--- src/rtl/pe_out_serializer_pkg.sv ---
// pe_out_serializer_pkg
//   Shared definitions for the PE output serializer slice: default lane count
//   and word width, the drain FSM state type, and a helper that sizes lane
//   index registers.
//   No ports (package).
package pe_out_serializer_pkg;

  localparam int PE_NUM_DEFAULT     = 8;
  localparam int DATA_WIDTH_DEFAULT = 16;

  // Drain controller states: IDLE waits for a capture, DRAIN streams it out.
  typedef enum logic {
    IDLE  = 1'b0,
    DRAIN = 1'b1
  } state_e;

  // Width of a register able to hold a lane number 0..n-1 (at least 1 bit).
  function automatic int idxWidth(input int n);
    return (n > 1) ? $clog2(n) : 1;
  endfunction

endpackage

--- src/rtl/pe_out_serializer_if.sv ---
// pe_out_serializer_if
//   Bundles the parallel capture port and the serial valid/ready output
//   stream of pe_out_serializer.
//   Signals:
//     load        capture strobe for the parallel PE outputs
//     p_in_v      per-lane valid at capture (bit j = PE j)
//     p_in        packed PE words, lane j at [(j+1)*W-1 : j*W], W = 2*DATA_WIDTH
//     s_out_ready downstream accepts the current beat
//     s_out_v     serial word valid
//     s_out       serial word
//     s_out_last  final word of a capture
//     busy        a capture is being drained
//     overflow    sticky, a load was dropped
//   Modports: master drives load/p_in/ready, slave is the serializer.
interface pe_out_serializer_if
  import pe_out_serializer_pkg::*;
#(
  parameter int PE_NUM     = PE_NUM_DEFAULT,
  parameter int DATA_WIDTH = DATA_WIDTH_DEFAULT
);

  logic                           load;
  logic [PE_NUM-1:0]              p_in_v;
  logic [PE_NUM*2*DATA_WIDTH-1:0] p_in;
  logic                           s_out_ready;
  logic                           s_out_v;
  logic [2*DATA_WIDTH-1:0]        s_out;
  logic                           s_out_last;
  logic                           busy;
  logic                           overflow;

  modport master (
    output load, p_in_v, p_in, s_out_ready,
    input  s_out_v, s_out, s_out_last, busy, overflow
  );

  modport slave (
    input  load, p_in_v, p_in, s_out_ready,
    output s_out_v, s_out, s_out_last, busy, overflow
  );

endinterface

--- src/rtl/pe_out_serializer_lane_sel.sv ---
// piso_lane_sel
//   Combinational next-set-lane finder used when invalid lanes are skipped
//   (only compiled with PISO_SKIP_INVALID_EN defined).
//   Ports:
//     mask_i        captured per-lane valid bits
//     cur_idx_i     lane currently presented
//     from_start_i  1: search from lane 0 inclusive (first lane of a capture)
//                   0: search strictly above cur_idx_i
//     next_idx_o    lowest qualifying set lane
//     found_o       a qualifying set lane exists
//     is_last_o     no set lane exists above next_idx_o
`ifdef PISO_SKIP_INVALID_EN
module piso_lane_sel #(
  parameter int PE_NUM = 8,
  parameter int IDX_W  = 3
) (
  input  logic [PE_NUM-1:0] mask_i,
  input  logic [IDX_W-1:0]  cur_idx_i,
  input  logic              from_start_i,
  output logic [IDX_W-1:0]  next_idx_o,
  output logic              found_o,
  output logic              is_last_o
);

  // The first qualifying lane becomes the answer; any further set lane seen
  // afterwards means the answer is not the final one.
  always_comb begin
    next_idx_o = '0;
    found_o    = 1'b0;
    is_last_o  = 1'b1;
    for (int j = 0; j < PE_NUM; j++) begin
      if (mask_i[j] && (from_start_i || (IDX_W'(j) > cur_idx_i))) begin
        if (!found_o) begin
          next_idx_o = IDX_W'(j);
          found_o    = 1'b1;
        end else begin
          is_last_o = 1'b0;
        end
      end
    end
  end

endmodule
`endif

--- src/rtl/pe_out_serializer.sv ---
// pe_out_serializer
//   Captures PE_NUM parallel PE result words on a load strobe and streams them
//   out one word per accepted beat, lane 0 first, on a valid/ready port.
//   All outputs are registered; a load arriving with the final-beat transfer
//   is accepted back-to-back, any other load during a drain is dropped and
//   flagged on the sticky overflow output.
//   Ports:
//     clk  system clock
//     rst  synchronous active-high reset
//     bus  pe_out_serializer_if.slave (load/p_in_v/p_in/s_out_ready in,
//          s_out_v/s_out/s_out_last/busy/overflow out)
//   Configuration macro:
//     PISO_SKIP_INVALID_EN  defined: lanes with a cleared captured valid bit are
//                           skipped and a load with no valid lanes emits nothing.
//                           undefined: every lane is emitted.
module pe_out_serializer
  import pe_out_serializer_pkg::*;
#(
  parameter int PE_NUM     = PE_NUM_DEFAULT,
  parameter int DATA_WIDTH = DATA_WIDTH_DEFAULT
) (
  input  logic               clk,
  input  logic               rst,
  pe_out_serializer_if.slave bus
);

  localparam int WORD_W = 2 * DATA_WIDTH;
  localparam int IDX_W  = idxWidth(PE_NUM);

  state_e                   state_q, state_d;
  logic [PE_NUM*WORD_W-1:0] buf_q, buf_d;
  logic [IDX_W-1:0]         idx_q, idx_d;
  logic [WORD_W-1:0]        out_q, out_d;
  logic                     out_v_q, out_v_d;
  logic                     last_q, last_d;
  logic                     ovf_q, ovf_d;

  logic                     xfer;
  logic                     capture;
  logic [IDX_W-1:0]         first_idx;
  logic                     first_found;
  logic                     first_last;
  logic [IDX_W-1:0]         step_idx;
  logic                     step_last;

  assign xfer = out_v_q && bus.s_out_ready;

`ifdef PISO_SKIP_INVALID_EN
  logic [PE_NUM-1:0] mask_q;
  logic              step_found_unused;

  // First lane to emit is searched directly on the incoming valid bits so it
  // can be presented one cycle after load.
  piso_lane_sel #(.PE_NUM(PE_NUM), .IDX_W(IDX_W)) u_first_sel (
    .mask_i       (bus.p_in_v),
    .cur_idx_i    ('0),
    .from_start_i (1'b1),
    .next_idx_o   (first_idx),
    .found_o      (first_found),
    .is_last_o    (first_last)
  );

  // Subsequent lanes are searched on the captured mask. A step is only taken
  // while the presented word is not the last, so a next lane always exists.
  piso_lane_sel #(.PE_NUM(PE_NUM), .IDX_W(IDX_W)) u_step_sel (
    .mask_i       (mask_q),
    .cur_idx_i    (idx_q),
    .from_start_i (1'b0),
    .next_idx_o   (step_idx),
    .found_o      (step_found_unused),
    .is_last_o    (step_last)
  );

  always_ff @(posedge clk) begin
    if (capture) begin
      mask_q <= bus.p_in_v;
    end
  end
`else
  logic unused_lane_valid;

  // Every lane is emitted, so the valid bits play no part.
  assign unused_lane_valid = ^bus.p_in_v;
  assign first_idx         = '0;
  assign first_found       = 1'b1;
  assign first_last        = (PE_NUM == 1);
  assign step_idx          = idx_q + 1'b1;
  assign step_last         = (step_idx == IDX_W'(PE_NUM - 1));
`endif

  // Next-state logic. The word that will be on s_out next cycle is selected
  // here and registered, so outputs never depend combinationally on inputs.
  always_comb begin
    state_d = state_q;
    buf_d   = buf_q;
    idx_d   = idx_q;
    out_d   = out_q;
    out_v_d = out_v_q;
    last_d  = last_q;
    ovf_d   = ovf_q;
    capture = 1'b0;

    unique case (state_q)
      IDLE: begin
        if (bus.load) begin
          capture = 1'b1;
        end
      end
      DRAIN: begin
        if (xfer && last_q) begin
          if (bus.load) begin
            capture = 1'b1;
          end else begin
            state_d = IDLE;
            idx_d   = '0;
            out_d   = '0;
            out_v_d = 1'b0;
            last_d  = 1'b0;
          end
        end else begin
          if (xfer) begin
            idx_d  = step_idx;
            out_d  = buf_q[step_idx*WORD_W +: WORD_W];
            last_d = step_last;
          end
          if (bus.load) begin
            ovf_d = 1'b1;
          end
        end
      end
      default: ;
    endcase

    // Capture path is shared by the IDLE load and the back-to-back load.
    if (capture) begin
      buf_d = bus.p_in;
      if (first_found) begin
        state_d = DRAIN;
        idx_d   = first_idx;
        out_d   = bus.p_in[first_idx*WORD_W +: WORD_W];
        out_v_d = 1'b1;
        last_d  = first_last;
      end else begin
        state_d = IDLE;
        idx_d   = '0;
        out_d   = '0;
        out_v_d = 1'b0;
        last_d  = 1'b0;
      end
    end
  end

  // Control and output registers.
  always_ff @(posedge clk) begin
    if (rst) begin
      state_q <= IDLE;
      idx_q   <= '0;
      out_q   <= '0;
      out_v_q <= 1'b0;
      last_q  <= 1'b0;
      ovf_q   <= 1'b0;
    end else begin
      state_q <= state_d;
      idx_q   <= idx_d;
      out_q   <= out_d;
      out_v_q <= out_v_d;
      last_q  <= last_d;
      ovf_q   <= ovf_d;
    end
  end

  // Capture buffer has no reset; its contents only matter while draining.
  always_ff @(posedge clk) begin
    buf_q <= buf_d;
  end

  assign bus.s_out_v    = out_v_q;
  assign bus.s_out      = out_q;
  assign bus.s_out_last = last_q;
  assign bus.busy       = (state_q == DRAIN);
  assign bus.overflow   = ovf_q;

endmodule

--- src/flat_wrapper.sv ---
// flat-port wrapper written by rule: the top's interface ports become plain ports
module pe_out_serializer_flat import pe_out_serializer_pkg::*;
#(
  parameter int PE_NUM     = PE_NUM_DEFAULT,
  parameter int DATA_WIDTH = DATA_WIDTH_DEFAULT
)
  (clk, rst, bus_load, bus_p_in_v, bus_p_in, bus_s_out_ready, bus_s_out_v, bus_s_out, bus_s_out_last, bus_busy, bus_overflow);
  pe_out_serializer_if #(.PE_NUM(PE_NUM), .DATA_WIDTH(DATA_WIDTH)) bus_i ();
  input  logic clk;
  input  logic rst;
  input wire logic [$bits(bus_i.load)-1:0] bus_load;
  input wire logic [$bits(bus_i.p_in_v)-1:0] bus_p_in_v;
  input wire logic [$bits(bus_i.p_in)-1:0] bus_p_in;
  input wire logic [$bits(bus_i.s_out_ready)-1:0] bus_s_out_ready;
  output wire logic [$bits(bus_i.s_out_v)-1:0] bus_s_out_v;
  output wire logic [$bits(bus_i.s_out)-1:0] bus_s_out;
  output wire logic [$bits(bus_i.s_out_last)-1:0] bus_s_out_last;
  output wire logic [$bits(bus_i.busy)-1:0] bus_busy;
  output wire logic [$bits(bus_i.overflow)-1:0] bus_overflow;
  assign bus_i.load = bus_load;
  assign bus_i.p_in_v = bus_p_in_v;
  assign bus_i.p_in = bus_p_in;
  assign bus_i.s_out_ready = bus_s_out_ready;
  assign bus_s_out_v = bus_i.s_out_v;
  assign bus_s_out = bus_i.s_out;
  assign bus_s_out_last = bus_i.s_out_last;
  assign bus_busy = bus_i.busy;
  assign bus_overflow = bus_i.overflow;
  pe_out_serializer #(.PE_NUM(PE_NUM), .DATA_WIDTH(DATA_WIDTH)) u_core (.clk(clk), .rst(rst), .bus(bus_i));
endmodule
--- config.mk ---
export PLATFORM = sky130hd
export DESIGN_NAME = pe_out_serializer_flat
export DESIGN_NICKNAME = d
export VERILOG_FILES = /design/src/rtl/pe_out_serializer_pkg.sv /design/src/rtl/pe_out_serializer_if.sv /design/src/rtl/pe_out_serializer_lane_sel.sv /design/src/rtl/pe_out_serializer.sv /design/src/flat_wrapper.sv
export SDC_FILE = /design/constraint.sdc
export NUM_CORES = 1
export LEC_CHECK = 0
export CAP_MARGIN = 10
export CORE_MARGIN = 2
export CORE_UTILIZATION = 49
export CTS_BUF_LIST = sky130_fd_sc_hd__clkbuf_16
export DETAILED_ROUTE_END_ITERATION = 12
export GPL_TIMING_DRIVEN = 0
export PLACE_DENSITY = 0.85
export SLEW_MARGIN = 20
export SYNTH_ARGS = -nofsm -noshare
export SYNTH_HDL_FRONTEND = slang
export SYNTH_SLANG_ARGS = --single-unit
--- constraint.sdc ---
create_clock -name clk -period 8.71 [get_ports clk]
set_input_delay 0.871 -clock clk [delete_from_list [all_inputs] [get_ports clk]]
set_output_delay 0.871 -clock clk [all_outputs]
set_load 0.005 [all_outputs]
==> summary.json <==
{
  "core_region_area_um2": 23600,
  "hold_depth": 2,
  "synthTopCellsByCount": "edfxtp_1, nand2_1, mux2i_1, clkbuf_1, dfxtp_1",
  "drtAntennaViolNets": 0,
  "most_used_standard_cell_by_instance_count_after_synthesis": "edfxtp_1",
  "run_status": "finished clean",
  "largest_family_of_logic_cells_by_synthesized_area": "compound AO/OA/AOI/OAI gates",
  "postSynthAreaPerCell_um2": 14.7,
  "post_detailed_routing_wire_length_um": 33800,
  "reg2reg_setup_slack_ns": 5.06,
  "crit_arrival_ns": 4.09,
  "grt_first_pass_wirelength_um": 50200,
  "drt_first_pass_iters": 5,
  "layout-area-overhead-vs-synth_pct": 37.4,
  "finalInstanceArea_um2": 16300,
  "netlist_area_um2": 11900,
  "timing.rr.end": "u_core.bus.s_out[5]$_SDFFE_PP0P_",
  "cpPeakStageDelay_ns": 0.62,
  "tns_ns": 0,
  "post_cts.repair.setup_buffers": 0,
  "layout_min_cycle_time_ns": 3.65,
  "worst_slew_pin_slew_ns": 0.788,
  "worstPathCellList": "clkbuf_1, clkbuf_1, inv_1, ha_1, buf_2, buf_4, clkbuf_1, mux2_2, o2111ai_1, o21ai_1",
  "final_layout_size_suffix_gt1_frac": 0.0858,
  "power_frac_seq": 0.509,
  "die_h_um": 160,
  "hold_violations": 0,
  "placed_area_um2": 15300,
  "routed-via-count": 8478,
  "cts.repair.resized": 0,
  "worst_setup_hold_path_clk_slew_ns": 0.06,
  "p_int_mw": 2.57,
  "crit_path_max_fanout": 10,
  "drc": 0,
  "die-area_um2": 25500,
  "multi_input_area_um2": 3010,
  "fillerInstances": 1638,
  "numClockSinks": 295,
  "start_util": 0.503,
  "post_route_total_power_mw": 3.28,
  "post_synth_num_cell_types": 34,
  "place_hpwl_um": 24200,
  "synthSimpleGateAreaFrac": 0.0425,
  "dr.first_iter.drc_count": 804,
  "whs_ns": 0.543,
  "compound_gate_fraction_of_synth_area": 0.119,
  "final_setup_violating_endpoints": 0,
  "synthMuxAreaShare": 0.0877,
  "synth_area_leaders": "edfxtp_1, dfxtp_1, mux2i_1",
  "ys_dominant_reg_cell": "edfxtp_1",
  "number_of_enable_flip_flop_cells_after_synthesis": 256,
  "cts.hold.buffers_added": 0,
  "via_density_per_instance": 5.71,
  "vdd_drop_max_mv": 0.170,
  "antenna_cells_inserted": 0,
  "syn_inst": 809,
  "cp-start-kind": "flop",
  "rsz0062_at_grt": "no",
  "min_to": "u_core.bus.overflow$_SDFFE_PP0P_",
  "power.share.switching": 0.218,
  "rr_worst_depth": 10,
  "synthesis.yosys.warnings": 0,
  "clkLatencyLatePin_ns": 0.55,
  "finClkSkew_ns": 0.00798,
  "report.final.slew_viol_count": 0,
  "crit_path_max_delay_family": "buffers and inverters",
  "synth_top_cell_by_area": "edfxtp_1",
  "io-pin-count": 304,
  "tritoncts_clock_tree": "done",
  "synthesized_nets": 1079,
  "cp-end-kind": "flop",
  "async_flop_share": 0,
  "h-tree-depth": 1,
  "pin_count_of_the_biggest_net_entering_global_routing": 56,
  "cpMostUsedCell": "clkbuf_1",
  "synth_seq_area_share": 0.713,
  "post_route_fraction_of_the_period_consumed_by_the_critical_path": 0.419,
  "grt_overflow": 0,
  "gp_routability_congestion": 0.819,
  "synth_largest_type_area_fraction": 0.647,
  "area.sequential_um2": 8470,
  "ctsRootBufferMaster": "clkbuf_16",
  "worst_path_max_delay_cell": "clkbuf_1",
  "port_buffers": 295,
  "antenna_found_initial": 0,
  "clock_power_share": 0.386,
  "num-nets-final": 1411,
  "cp.required_ns": 9.14,
  "standard_cell_rows": 56,
  "grt_pass1_vias": 8910,
  "power.combinational.fraction": 0.105,
  "synth-xor-area-share": 0.00211,
  "max_freq_mhz": 274,
  "utilization": 0.691,
  "cap_violations": 0,
  "hp-start": "u_core.bus.overflow$_SDFFE_PP0P_",
  "synth.ff_latch_count": 295,
  "synth_fa_ha_area_frac": 0.00211,
  "route.detailed.wl_per_inst_um": 22.8,
  "critPathKind": "flop to flop",
  "slew_headroom": 0.474,
  "global_route.usage.total": 0.258,
  "cts_bufs_inserted": 31,
  "critical_path.n_buffers_inverters": 6,
  "startpoint_of_the_most_critical_register_to_register_path": "u_core.idx_q[0]$_SDFFE_PP0P_",
  "netSwitchingPower_mw": 0.716,
  "clock_path_buffers": 3,
  "floorplan.die.width_um": 160,
  "tightest_hold_check_type": "flop to flop",
  "power-per-cell-area_nw_per_um2": 201,
  "static-leakage-power_nw": 5.78
}
## registers in the layout (all words and copies together) (netlist names)
name                   count
u_core.bus.busy            1
u_core.bus.s_out_v         1
u_core.bus.overflow        1
u_core.bus.s_out          32
u_core.buf_q             256
u_core.idx_q               3
u_core.bus.s_out_last      1
## layout make-up
type,count,area share
Timing Repair Buffer,299,0.188
Inverter,34,0.00782
Tap cell,319,0.0245
Buffer,60,0.0165
Sequential cell,295,0.519
Clock inverter,26,0.0121
Clock buffer,31,0.0475
Multi-Input combinational cell,420,0.185
## layout by cell type, fill, tap and decap left out, types with 2 or more instances in the layout
cell and n:
clkbuf_1 46, o21ai_1 31, mux2_2 34, nor2b_1 4, buf_2 8, inv_1 40, ha_1 2, clkdlybuf4s50_1 295
mux2i_1 62, buf_6 3, a31oi_1 3, clkbuf_16 31, a21boi_1 2, o2111ai_1 31, nor2_1 6, nand3_1 33
a32o_1 31, nor3_1 4, dfxtp_1 39, o31a_1 31, clkinv_2 10, buf_16 4, a21oi_1 36, nand2_1 67
bufinv_16 3, buf_4 3, clkinv_1 5, a211oi_1 2, edfxtp_1 256, o21ai_0 31
## cells by family after synthesis
kind of cell / Yosys count
compound gates: 201
buf+inv: 94
flops: 295
xor+xnor: 2
simple gates: 117
fa+ha+maj: 2
mux: 98
## worst max-delay path by stage
stage                                       startpoint                                 to  slack, ns  depth (start not counted)
after floorplan                               bus_load          u_core.buf_q[0]$_DFFE_PP_       0.80                          3
after global placement                        bus_load        u_core.buf_q[201]$_DFFE_PP_      -2.12                          4
after detailed placement                      bus_load        u_core.buf_q[229]$_DFFE_PP_       4.65                          6
after CTS                 u_core.idx_q[0]$_SDFFE_PP0P_  u_core.bus.s_out[15]$_SDFFE_PP0P_       5.02                         10
after global routing      u_core.idx_q[0]$_SDFFE_PP0P_   u_core.bus.s_out[6]$_SDFFE_PP0P_       4.85                         10
final                     u_core.idx_q[0]$_SDFFE_PP0P_   u_core.bus.s_out[5]$_SDFFE_PP0P_       5.06                         10
## stage by stage
| stage | worst slack, ns | instances |
|---|---|---|
| detailed placement | 4.65 | 1427 |
| finish | 5.06 | 1484 |
| global placement | -2.12 | 1423 |
| global route | 4.85 | 1484 |
| floorplan | 0.803 | 809 |
| CTS | 5.02 | 1484 |
## routing by layer
layer / share of wire / vias to the layer above / track usage
li1: - / 3807 / -
met5: 0 / - / 0
met1: 0.37 / 4089 / 0.313
met3: 0.091 / 84 / 0.0535
met4: 0.041 / 0 / 0.0950
met2: 0.50 / 498 / 0.457
## worst register-to-register path, cell delays in order, from the launching register on
cell       delay (ns)
dfxtp_1          0.36
clkbuf_1         0.49
clkbuf_1         0.51
inv_1            0.12
ha_1             0.31
buf_2            0.18
buf_4            0.22
clkbuf_1         0.63
mux2_2           0.43
o2111ai_1        0.22
o21ai_1          0.08
## power groups by stage
stage / combinational (mW) / sequential, mW / clock, mW
after floorplan: 0.120 / 1.71 / 0
after global placement: 0.325 / 1.72 / 0
after detailed placement: 0.343 / 1.70 / 0
after CTS: 0.345 / 1.67 / 1.28
after global routing: 0.368 / 1.68 / 1.34
final: 0.345 / 1.67 / 1.27
Power figures use the tool's default switching activity.
